### src/rtl/vga_pkg.sv
// Shared constants and read-side FSM encoding for the VGA framebuffer write path.
// Framebuffer is 160x120 pixels, addressed linearly as row*FB_COLS + col.
package vga_pkg;

    localparam int unsigned FB_COLS       = 160;
    localparam int unsigned FB_ROWS       = 120;
    localparam int unsigned FB_SIZE       = FB_COLS * FB_ROWS;
    localparam int unsigned FB_ADDR_W     = 15;
    localparam int unsigned PIX_W_DEFAULT = 8;

    // Read-side FSM: IDLE (nothing held), WAIT (entries held, no write issued), WRITE (fb_we high)
    typedef enum logic [1:0] {
        ST_IDLE  = 2'b00,
        ST_WAIT  = 2'b01,
        ST_WRITE = 2'b10
    } rd_state_e;

endpackage

### src/rtl/pixel_fifo.sv
// Synchronous FIFO holding buffered pixel writes.
// Ports:
//   clk, reset       clock and asynchronous active-high reset
//   push_i, pop_i    enqueue wdata_i / dequeue head (ignored when full / empty)
//   wdata_i, rdata_o entry in, head entry out (combinational from storage)
//   full_o, empty_o  combinational status from the registered count
//   count_o          number of entries held, 0..DEPTH
module pixel_fifo #(
    parameter int unsigned DEPTH = 4,
    parameter int unsigned DW    = 23
) (
    input  logic                    clk,
    input  logic                    reset,
    input  logic                    push_i,
    input  logic                    pop_i,
    input  logic [DW-1:0]           wdata_i,
    output logic [DW-1:0]           rdata_o,
    output logic                    full_o,
    output logic                    empty_o,
    output logic [$clog2(DEPTH):0]  count_o
);

    localparam int unsigned PTR_W = $clog2(DEPTH);
    localparam int unsigned CNT_W = PTR_W + 1;

    logic [PTR_W-1:0] wr_ptr_q, wr_ptr_d;
    logic [PTR_W-1:0] rd_ptr_q, rd_ptr_d;
    logic [CNT_W-1:0] count_q, count_d;
    logic [DW-1:0]    mem_q [DEPTH];
    logic             do_push;
    logic             do_pop;

    assign full_o  = (count_q == CNT_W'(DEPTH));
    assign empty_o = (count_q == '0);
    assign count_o = count_q;
    assign rdata_o = mem_q[rd_ptr_q];

    // Guards keep the count inside 0..DEPTH regardless of caller behaviour
    assign do_push = push_i && !full_o;
    assign do_pop  = pop_i && !empty_o;

    // Pointer/count next state; DEPTH is a power of two so pointers wrap naturally
    always_comb begin
        wr_ptr_d = wr_ptr_q;
        rd_ptr_d = rd_ptr_q;
        count_d  = count_q;
        if (do_push) begin
            wr_ptr_d = wr_ptr_q + PTR_W'(1);
        end
        if (do_pop) begin
            rd_ptr_d = rd_ptr_q + PTR_W'(1);
        end
        case ({do_push, do_pop})
            2'b10:   count_d = count_q + CNT_W'(1);
            2'b01:   count_d = count_q - CNT_W'(1);
            default: count_d = count_q;
        endcase
    end

    always_ff @(posedge clk or posedge reset) begin
        if (reset) begin
            wr_ptr_q <= '0;
            rd_ptr_q <= '0;
            count_q  <= '0;
        end else begin
            wr_ptr_q <= wr_ptr_d;
            rd_ptr_q <= rd_ptr_d;
            count_q  <= count_d;
        end
    end

    // Storage needs no reset: count gates every read
    always_ff @(posedge clk) begin
        if (do_push) begin
            mem_q[wr_ptr_q] <= wdata_i;
        end
    end

endmodule

### src/rtl/vga_write_buffer.sv
// Buffers CPU pixel writes and drains them into the framebuffer RAM port
// whenever scan-out grants access.
// Optional feature macro: VGA_BOUNDS_CHECK_EN (drop and flag addresses >= FB_SIZE).
// Ports:
//   clk, reset        clock and asynchronous active-high reset
//   wr_req/addr/data  one-cycle pixel-write request from the register bank
//   busy              FIFO full (combinational), CPU stalls while high
//   fb_grant          framebuffer RAM port available this cycle
//   fb_we/addr/wdata  registered framebuffer write port
//   pending           entries currently held
//   ovf, oob          sticky drop flags (overflow, out-of-range), cleared by flag_clr
module vga_write_buffer
    import vga_pkg::*;
#(
    parameter int unsigned FIFO_DEPTH = 4,
    parameter int unsigned PIX_W      = PIX_W_DEFAULT
) (
    input  logic                           clk,
    input  logic                           reset,
    input  logic                           wr_req,
    input  logic [FB_ADDR_W-1:0]           wr_addr,
    input  logic [15:0]                    wr_data,
    output logic                           busy,
    input  logic                           fb_grant,
    output logic                           fb_we,
    output logic [FB_ADDR_W-1:0]           fb_addr,
    output logic [PIX_W-1:0]               fb_wdata,
    output logic [$clog2(FIFO_DEPTH):0]    pending,
    output logic                           ovf,
    output logic                           oob,
    input  logic                           flag_clr
);

    localparam int unsigned ENT_W = FB_ADDR_W + PIX_W;

    if ((FIFO_DEPTH < 2) || ((FIFO_DEPTH & (FIFO_DEPTH - 1)) != 0)) begin : g_bad_depth
        $error("FIFO_DEPTH must be a power of two >= 2");
    end

    // Only the low PIX_W bits of wr_data are stored
    if (PIX_W < 16) begin : g_unused_data
        logic unused_data;
        assign unused_data = ^wr_data[15:PIX_W];
    end

    rd_state_e            state_q, state_d;
    logic [FB_ADDR_W-1:0] fb_addr_q, fb_addr_d;
    logic [PIX_W-1:0]     fb_wdata_q, fb_wdata_d;
    logic                 ovf_q, ovf_d;
    logic                 push;
    logic                 pop;
    logic                 fifo_full;
    logic                 fifo_empty;
    logic [ENT_W-1:0]     head;

    assign busy = fifo_full;

`ifdef VGA_BOUNDS_CHECK_EN
    logic in_range;
    logic oob_q, oob_d;

    assign in_range = (wr_addr < FB_ADDR_W'(FB_SIZE));
    assign push     = wr_req && !fifo_full && in_range;
`else
    assign push     = wr_req && !fifo_full;
`endif

    pixel_fifo #(
        .DEPTH (FIFO_DEPTH),
        .DW    (ENT_W)
    ) u_fifo (
        .clk     (clk),
        .reset   (reset),
        .push_i  (push),
        .pop_i   (pop),
        .wdata_i ({wr_addr, wr_data[PIX_W-1:0]}),
        .rdata_o (head),
        .full_o  (fifo_full),
        .empty_o (fifo_empty),
        .count_o (pending)
    );

    // Read side: pop on grant, present the head on the write port next cycle
    always_comb begin
        state_d    = state_q;
        fb_addr_d  = fb_addr_q;
        fb_wdata_d = fb_wdata_q;
        pop        = 1'b0;
        if (!fifo_empty && fb_grant) begin
            pop                     = 1'b1;
            state_d                 = ST_WRITE;
            {fb_addr_d, fb_wdata_d} = head;
        end else if (!fifo_empty || push) begin
            state_d = ST_WAIT;
        end else begin
            state_d = ST_IDLE;
        end
    end

    // Sticky flags: a set event on the same edge wins over flag_clr
    always_comb begin
        ovf_d = ovf_q;
        if (wr_req && fifo_full) begin
            ovf_d = 1'b1;
        end else if (flag_clr) begin
            ovf_d = 1'b0;
        end
`ifdef VGA_BOUNDS_CHECK_EN
        oob_d = oob_q;
        if (wr_req && !in_range) begin
            oob_d = 1'b1;
        end else if (flag_clr) begin
            oob_d = 1'b0;
        end
`endif
    end

    always_ff @(posedge clk or posedge reset) begin
        if (reset) begin
            state_q    <= ST_IDLE;
            fb_addr_q  <= '0;
            fb_wdata_q <= '0;
            ovf_q      <= 1'b0;
        end else begin
            state_q    <= state_d;
            fb_addr_q  <= fb_addr_d;
            fb_wdata_q <= fb_wdata_d;
            ovf_q      <= ovf_d;
        end
    end

`ifdef VGA_BOUNDS_CHECK_EN
    always_ff @(posedge clk or posedge reset) begin
        if (reset) begin
            oob_q <= 1'b0;
        end else begin
            oob_q <= oob_d;
        end
    end

    assign oob = oob_q;
`else
    assign oob = 1'b0;
`endif

    // Write strobe is a decode of the registered state, so reset drops it at once
    assign fb_we    = (state_q == ST_WRITE);
    assign fb_addr  = fb_addr_q;
    assign fb_wdata = fb_wdata_q;
    assign ovf      = ovf_q;

endmodule

### config.mk
export PLATFORM = sky130hd
export DESIGN_NAME = vga_write_buffer
export DESIGN_NICKNAME = d
export VERILOG_FILES = /design/src/rtl/vga_pkg.sv /design/src/rtl/pixel_fifo.sv /design/src/rtl/vga_write_buffer.sv
export SDC_FILE = /design/constraint.sdc
export NUM_CORES = 1
export LEC_CHECK = 0
export ABC_AREA = 1
export CAP_MARGIN = 5
export CORE_MARGIN = 1
export CORE_UTILIZATION = 30
export DETAILED_ROUTE_END_ITERATION = 10
export PLACE_DENSITY = 0.59
export SETUP_SLACK_MARGIN = 0.1
export SYNTH_ARGS = -nofsm -noshare
export SYNTH_HDL_FRONTEND = slang
export SYNTH_SLANG_ARGS = --single-unit
### constraint.sdc
create_clock -name clk -period 2.1 [get_ports clk]
set_input_delay 0.42 -clock clk [delete_from_list [all_inputs] [get_ports clk]]
set_output_delay 0.42 -clock clk [all_outputs]
set_load 0.02 [all_outputs]
==> results.cfg, run 1 <==
[status]
status = finished, final reports clean

[floorplanning]
die_area_um2 = 18300
ios = 66
rows = 48
die_y_um = 135
die_x_um = 135
initial_core_util_pct = 30.8
core_region_area_um2 = 17300

[pwr]
leakage_uw = 0.00312
powerDensity_nw_per_um2 = 1450
total_power_uw = 9860
peakVddDrop_mv = 0.655

[timing]
finalHoldViolCount = 0
drv_slew = 0
fin_skew_ns = 0.00588
rsz0062_at_grt = false
fmax_mhz = 531
fin_ws_ns = 0.218
post-route-period-util_pct = 89.6
setup_viol = 0
setup_tns_ns = 0
finalCriticalPeriod_ns = 1.88

[cts]
insertion_delay_ns = 0.41
cts_inserted_buffers = 17
root_buffer = clkbuf_16
cts_htree_levels = 4
clkSlewWorstSetupHoldPaths_ns = 0.05
clkSinkCount = 125
cts_tree = yes
clockBufferDepth = 2
cts-hold-fix-buffers = 0

[setup_path]
slowest_stage = clkdlybuf4s50_1
worst-path-buf-inv = 1
path_depth = 2
path_cells = nor2_1, clkdlybuf4s50_1
reg2reg_slack_ns = 0.33
reg2regPathDepth = 9
critPathMaxFanout = 1
cp-start-kind = flop
reg2reg_from = u_fifo.count_o[0]
required_ns = 1.68
cp_top_family = buffers and inverters
crit_arrival_ns = 1.46
critical_path_class = flop to output port
end_kind = output port
timing.critical_path.from = state_q[0]
crit_path_max_incr_delay_ns = 0.60

[yosys]
synthTopCellsByArea = edfxtp_1 52%, dfrtp_1 16%, nand2_1 13%
ys_types = 22
synth_seq_area_share_pct = 67.4
synthCells = 521
ys_seq_elements = 125
synth_top_area_share_pct = 51.9
netlist_area_um2 = 5320
ys_warn_count = 0
postSynthAreaPerCell_um2 = 10.2
synth_nets = 563
yosys.area.top_type = edfxtp_1

[global_routing]
grt_antenna_before_repair = 0
grt_usage_pct = 13.2
grt_max_degree = 42
overflow = 0
grt_first_pass_wirelength_um = 17800
grt_pass1_vias = 3611

[final_layout]
final_nets = 632
final_cell_mix = 190 x nand2_1, 108 x inv_1, 92 x edfxtp_1
final_common_cell = nand2_1
drive_above_1_share_pct = 8.62
num-fill-cells = 1644
n_antenna_cell = 0
area_growth_pct = 27.4
fin_util_pct = 39.2
layout.cells.non_filler = 828

[detailed_routing]
viasPerCell = 4.19
drt-initial-drc-count = 167
dr.pass1.iters = 4
avgRoutedWirePerCell_um = 13.0
routed_wl_um = 10800
ant_nets = 0
vias = 3472
drc = 0

[placed_design]
dp_hpwl_um = 6570
finalWeightedCongestion = 0.740
port_buffers = 56
post-place-ws_ns = 0.0206
dp.cells = 796

[worst_hold_path]
hold_class = input pin to async pin

[job]
max-cap-violations = 0
## layer usage
layer | track usage, % | share of wire [%]
met2 | 22.8 | 50
met1 | 15.3 | 44
met3 | 3.78 | 4.0
met4 | 5.24 | 1.4
met5 | 0 | 0
## flip-flops by register name (all words and copies together), names as in the netlist
signal	flops
ovf	1
u_fifo.mem_q	92
u_fifo.count_o	3
u_fifo.wr_ptr_q	2
state_q	2
fb_wdata	8
u_fifo.rd_ptr_q	2
fb_addr	15
## final cells by class
class                   instances  area, um^2  area share [%]
well taps                     225         282            4.15
clock inverters                 9         118            1.73
inverters                     112         423            6.24
multi-input cells             264        1170            17.3
repair buffers                 70         727            10.7
clock buffers                  23         468            6.90
flip-flops and latches        125        3590            52.9
## worst min-delay path: stages
cell and delay [ns]:
clkdlybuf4s50_1 0.40, inv_1 0.06, buf_4 0.42
## report_power, final
group	internal [uW]	switching (uW)
Sequential	3360	248
Combinational	1300	2090
Clock	1910	952
Total	6570	3290
## final timing paths
path	to
min	u_fifo.count_o[1]
max	fb_we
max in group asynchronous	fb_addr[9]
min in group clk	fb_addr[4]
min reg2reg	fb_addr[4]
max reg2reg	u_fifo.count_o[2]
## cells in the mapped netlist (all sizes together)
master	n
nand2	192
inv	112
edfxtp	92
nand3	50
dfrtp	33
buf	20
nor2	7
ha	5
xor2	3
o21ai	2
xnor2	2
conb	1
fa	1
o22ai	1
## timing repair
item	4_1_cts	5_1_grt
setup endpoints to repair	1	2
resized for setup	1	1
setup buffers	0	0
hold endpoints to repair	0	0
## per-stage QoR
| stage | instance area, um^2 | hold WS [ns] |
|---|---|---|
| after floorplan | 5320 | 0.492 |
| after global placement | 6190 | 0.468 |
| after detailed placement | 6190 | 0.466 |
| after CTS | 6770 | 0.463 |
| after global routing | 6780 | 0.495 |
| final | 6780 | 0.451 |
## kinds of logic after synthesis
kind of cell / Yosys count / synth area share (%)
simple gates: 249 / 19.0
buf+inv: 132 / 10.8
flops: 125 / 67.4
fa+ha+maj: 6 / 1.55
xor+xnor: 5 / 0.823
compound gates: 3 / 0.306
other cells: 1 / 0.0705
(Power assumes the default switching activity.)
==> inputs of run 2 (changes only) <==
- HOLD_SLACK_MARGIN: default -> 0.15
==> results of run 2 <==
Same layout as run 1: the final DEF is identical, and so are final timing and power.
==> inputs of run 3 (changes only) <==
- PLACE_DENSITY: 0.59 -> 0.5
==> run 3 against run 2 <==
Worst setup slack got worse by 0.0075 ns; critical path type unchanged; sequential power about the same; die area unchanged; final cell count increased by 0.36%; sequential share of layout area decreased by 0.22 points.
==> results.cfg, run 3 (synthesis gave the netlist of run 1 again) <==
[status]
status = finished, final reports clean

[timing]
drv_slew = 0
setup_viol = 0
fmax_mhz = 529
finalCriticalPeriod_ns = 1.89
relSlewSlack_pct = 64.7
post-route-period-util_pct = 90.0
worst_slew_pin_slew_ns = 0.529
fin_skew_ns = 0.00703
rsz0062_at_grt = false
finalHoldViolCount = 0
fin_ws_ns = 0.210

[pwr]
leakage_uw = 0.00315
total_power_uw = 10100
peakVddDrop_mv = 0.875
powerDensity_nw_per_um2 = 1480

[cts]
clkSinkCount = 125
clkSlewWorstSetupHoldPaths_ns = 0.05
clockBufferDepth = 2
cts_tree = yes
cts-hold-fix-buffers = 0
cts_inserted_buffers = 17
root_buffer = clkbuf_16
cts_htree_levels = 4
insertion_delay_ns = 0.41

[floorplanning]
rows = 48
die_x_um = 135
die_area_um2 = 18300
ios = 66
initial_core_util_pct = 30.8
die_y_um = 135
core_region_area_um2 = 17300

[global_routing]
grt_pass1_vias = 3373
grt_first_pass_wirelength_um = 17400
overflow = 0
grt_usage_pct = 13.1
grt_max_degree = 48
grt_antenna_before_repair = 0

[placed_design]
dp.cells = 799
port_buffers = 56
post-place-ws_ns = 0.0354
dp_hpwl_um = 6590
finalWeightedCongestion = 0.716
placed_area_um2 = 6170

[setup_path]
crit_path_max_incr_delay_ns = 0.60
required_ns = 1.68
end_kind = output port
critPathMaxFanout = 1
slowest_stage = clkdlybuf4s50_1
critical_path_class = flop to output port
crit_arrival_ns = 1.47
cp-start-kind = flop
path_cells = nor2_1, clkdlybuf4s50_1

[detailed_routing]
avgRoutedWirePerCell_um = 12.9
dr.pass1.iters = 4
vias = 3428
viasPerCell = 4.13
ant_nets = 0
drc = 0
drt-initial-drc-count = 159
routed_wl_um = 10800

[final_layout]
final_common_cell = nand2_1
fin_util_pct = 39.4
largest_reg_flops = 92
stdcell_area_um2 = 6810
area_growth_pct = 27.9
n_antenna_cell = 0
top_register = u_fifo.mem_q
layout.cells.non_filler = 831
final_cell_mix = 190 x nand2_1, 108 x inv_1, 92 x edfxtp_1
final_nets = 635
drive_above_1_share_pct = 9.24

[job]
max-cap-violations = 0

[worst_hold_path]
hold_class = input pin to async pin
run 3: worst max-delay path: cells and delay by family (launching register included):
kind	cells	cell delay [ns]
buf+inv	1	0.60
flops	1	0.36
simple gates	1	0.10
run 3: per-layer routing:
layer  vias to the layer above  GRT usage [%]  wire (um)
met3                        17           3.33        470
li1                       1745              -          -
met4                         0           6.55        204
met5                         -              0          0
met1                      1589           15.8       4840
met2                        77           21.7       5250
run 3: final cells by class:
cell class	count	area, um^2
clock buffers	25	505
clock inverters	7	133
fillers	1681	10500
inverters	112	423
multi-input cells	264	1170
flip-flops and latches	125	3590
well taps	225	282
repair buffers	73	708
run 3: where the power goes:
part,switching (uW),internal (uW),total [uW]
Sequential,241,3360,3600
Clock,985,2130,3120
Combinational,2060,1270,3330
run 3: metrics by stage:
stage               hold slack, ns  setup TNS, ns
floorplan                    0.492         -11.61
global placement             0.464              0
detailed placement           0.464              0
CTS                          0.444              0
global route                 0.502              0
finish                       0.436              0
run 3: worst paths after layout:
kind / cells past startpoint / from / slack, ns / end
min in group clk: 2 / fb_wdata[5] / 0.47 / fb_wdata[5]
max in group asynchronous: 3 / reset / 1.33 / fb_addr[12]
hold reg to reg: 2 / fb_wdata[5] / 0.47 / fb_wdata[5]
setup / recovery: 2 / state_q[0] / 0.21 / fb_we
hold / removal: 3 / reset / 0.44 / fb_addr[11]
setup reg to reg: 9 / u_fifo.count_o[0] / 0.30 / u_fifo.count_o[2]
run 3: timing repair:
| action | CTS | global route |
|---|---|---|
| buffers inserted | 0 | 0 |
| setup endpoints to repair | 1 | 1 |
| pin swaps | 0 | 0 |
| gates resized for setup | 1 | 2 |
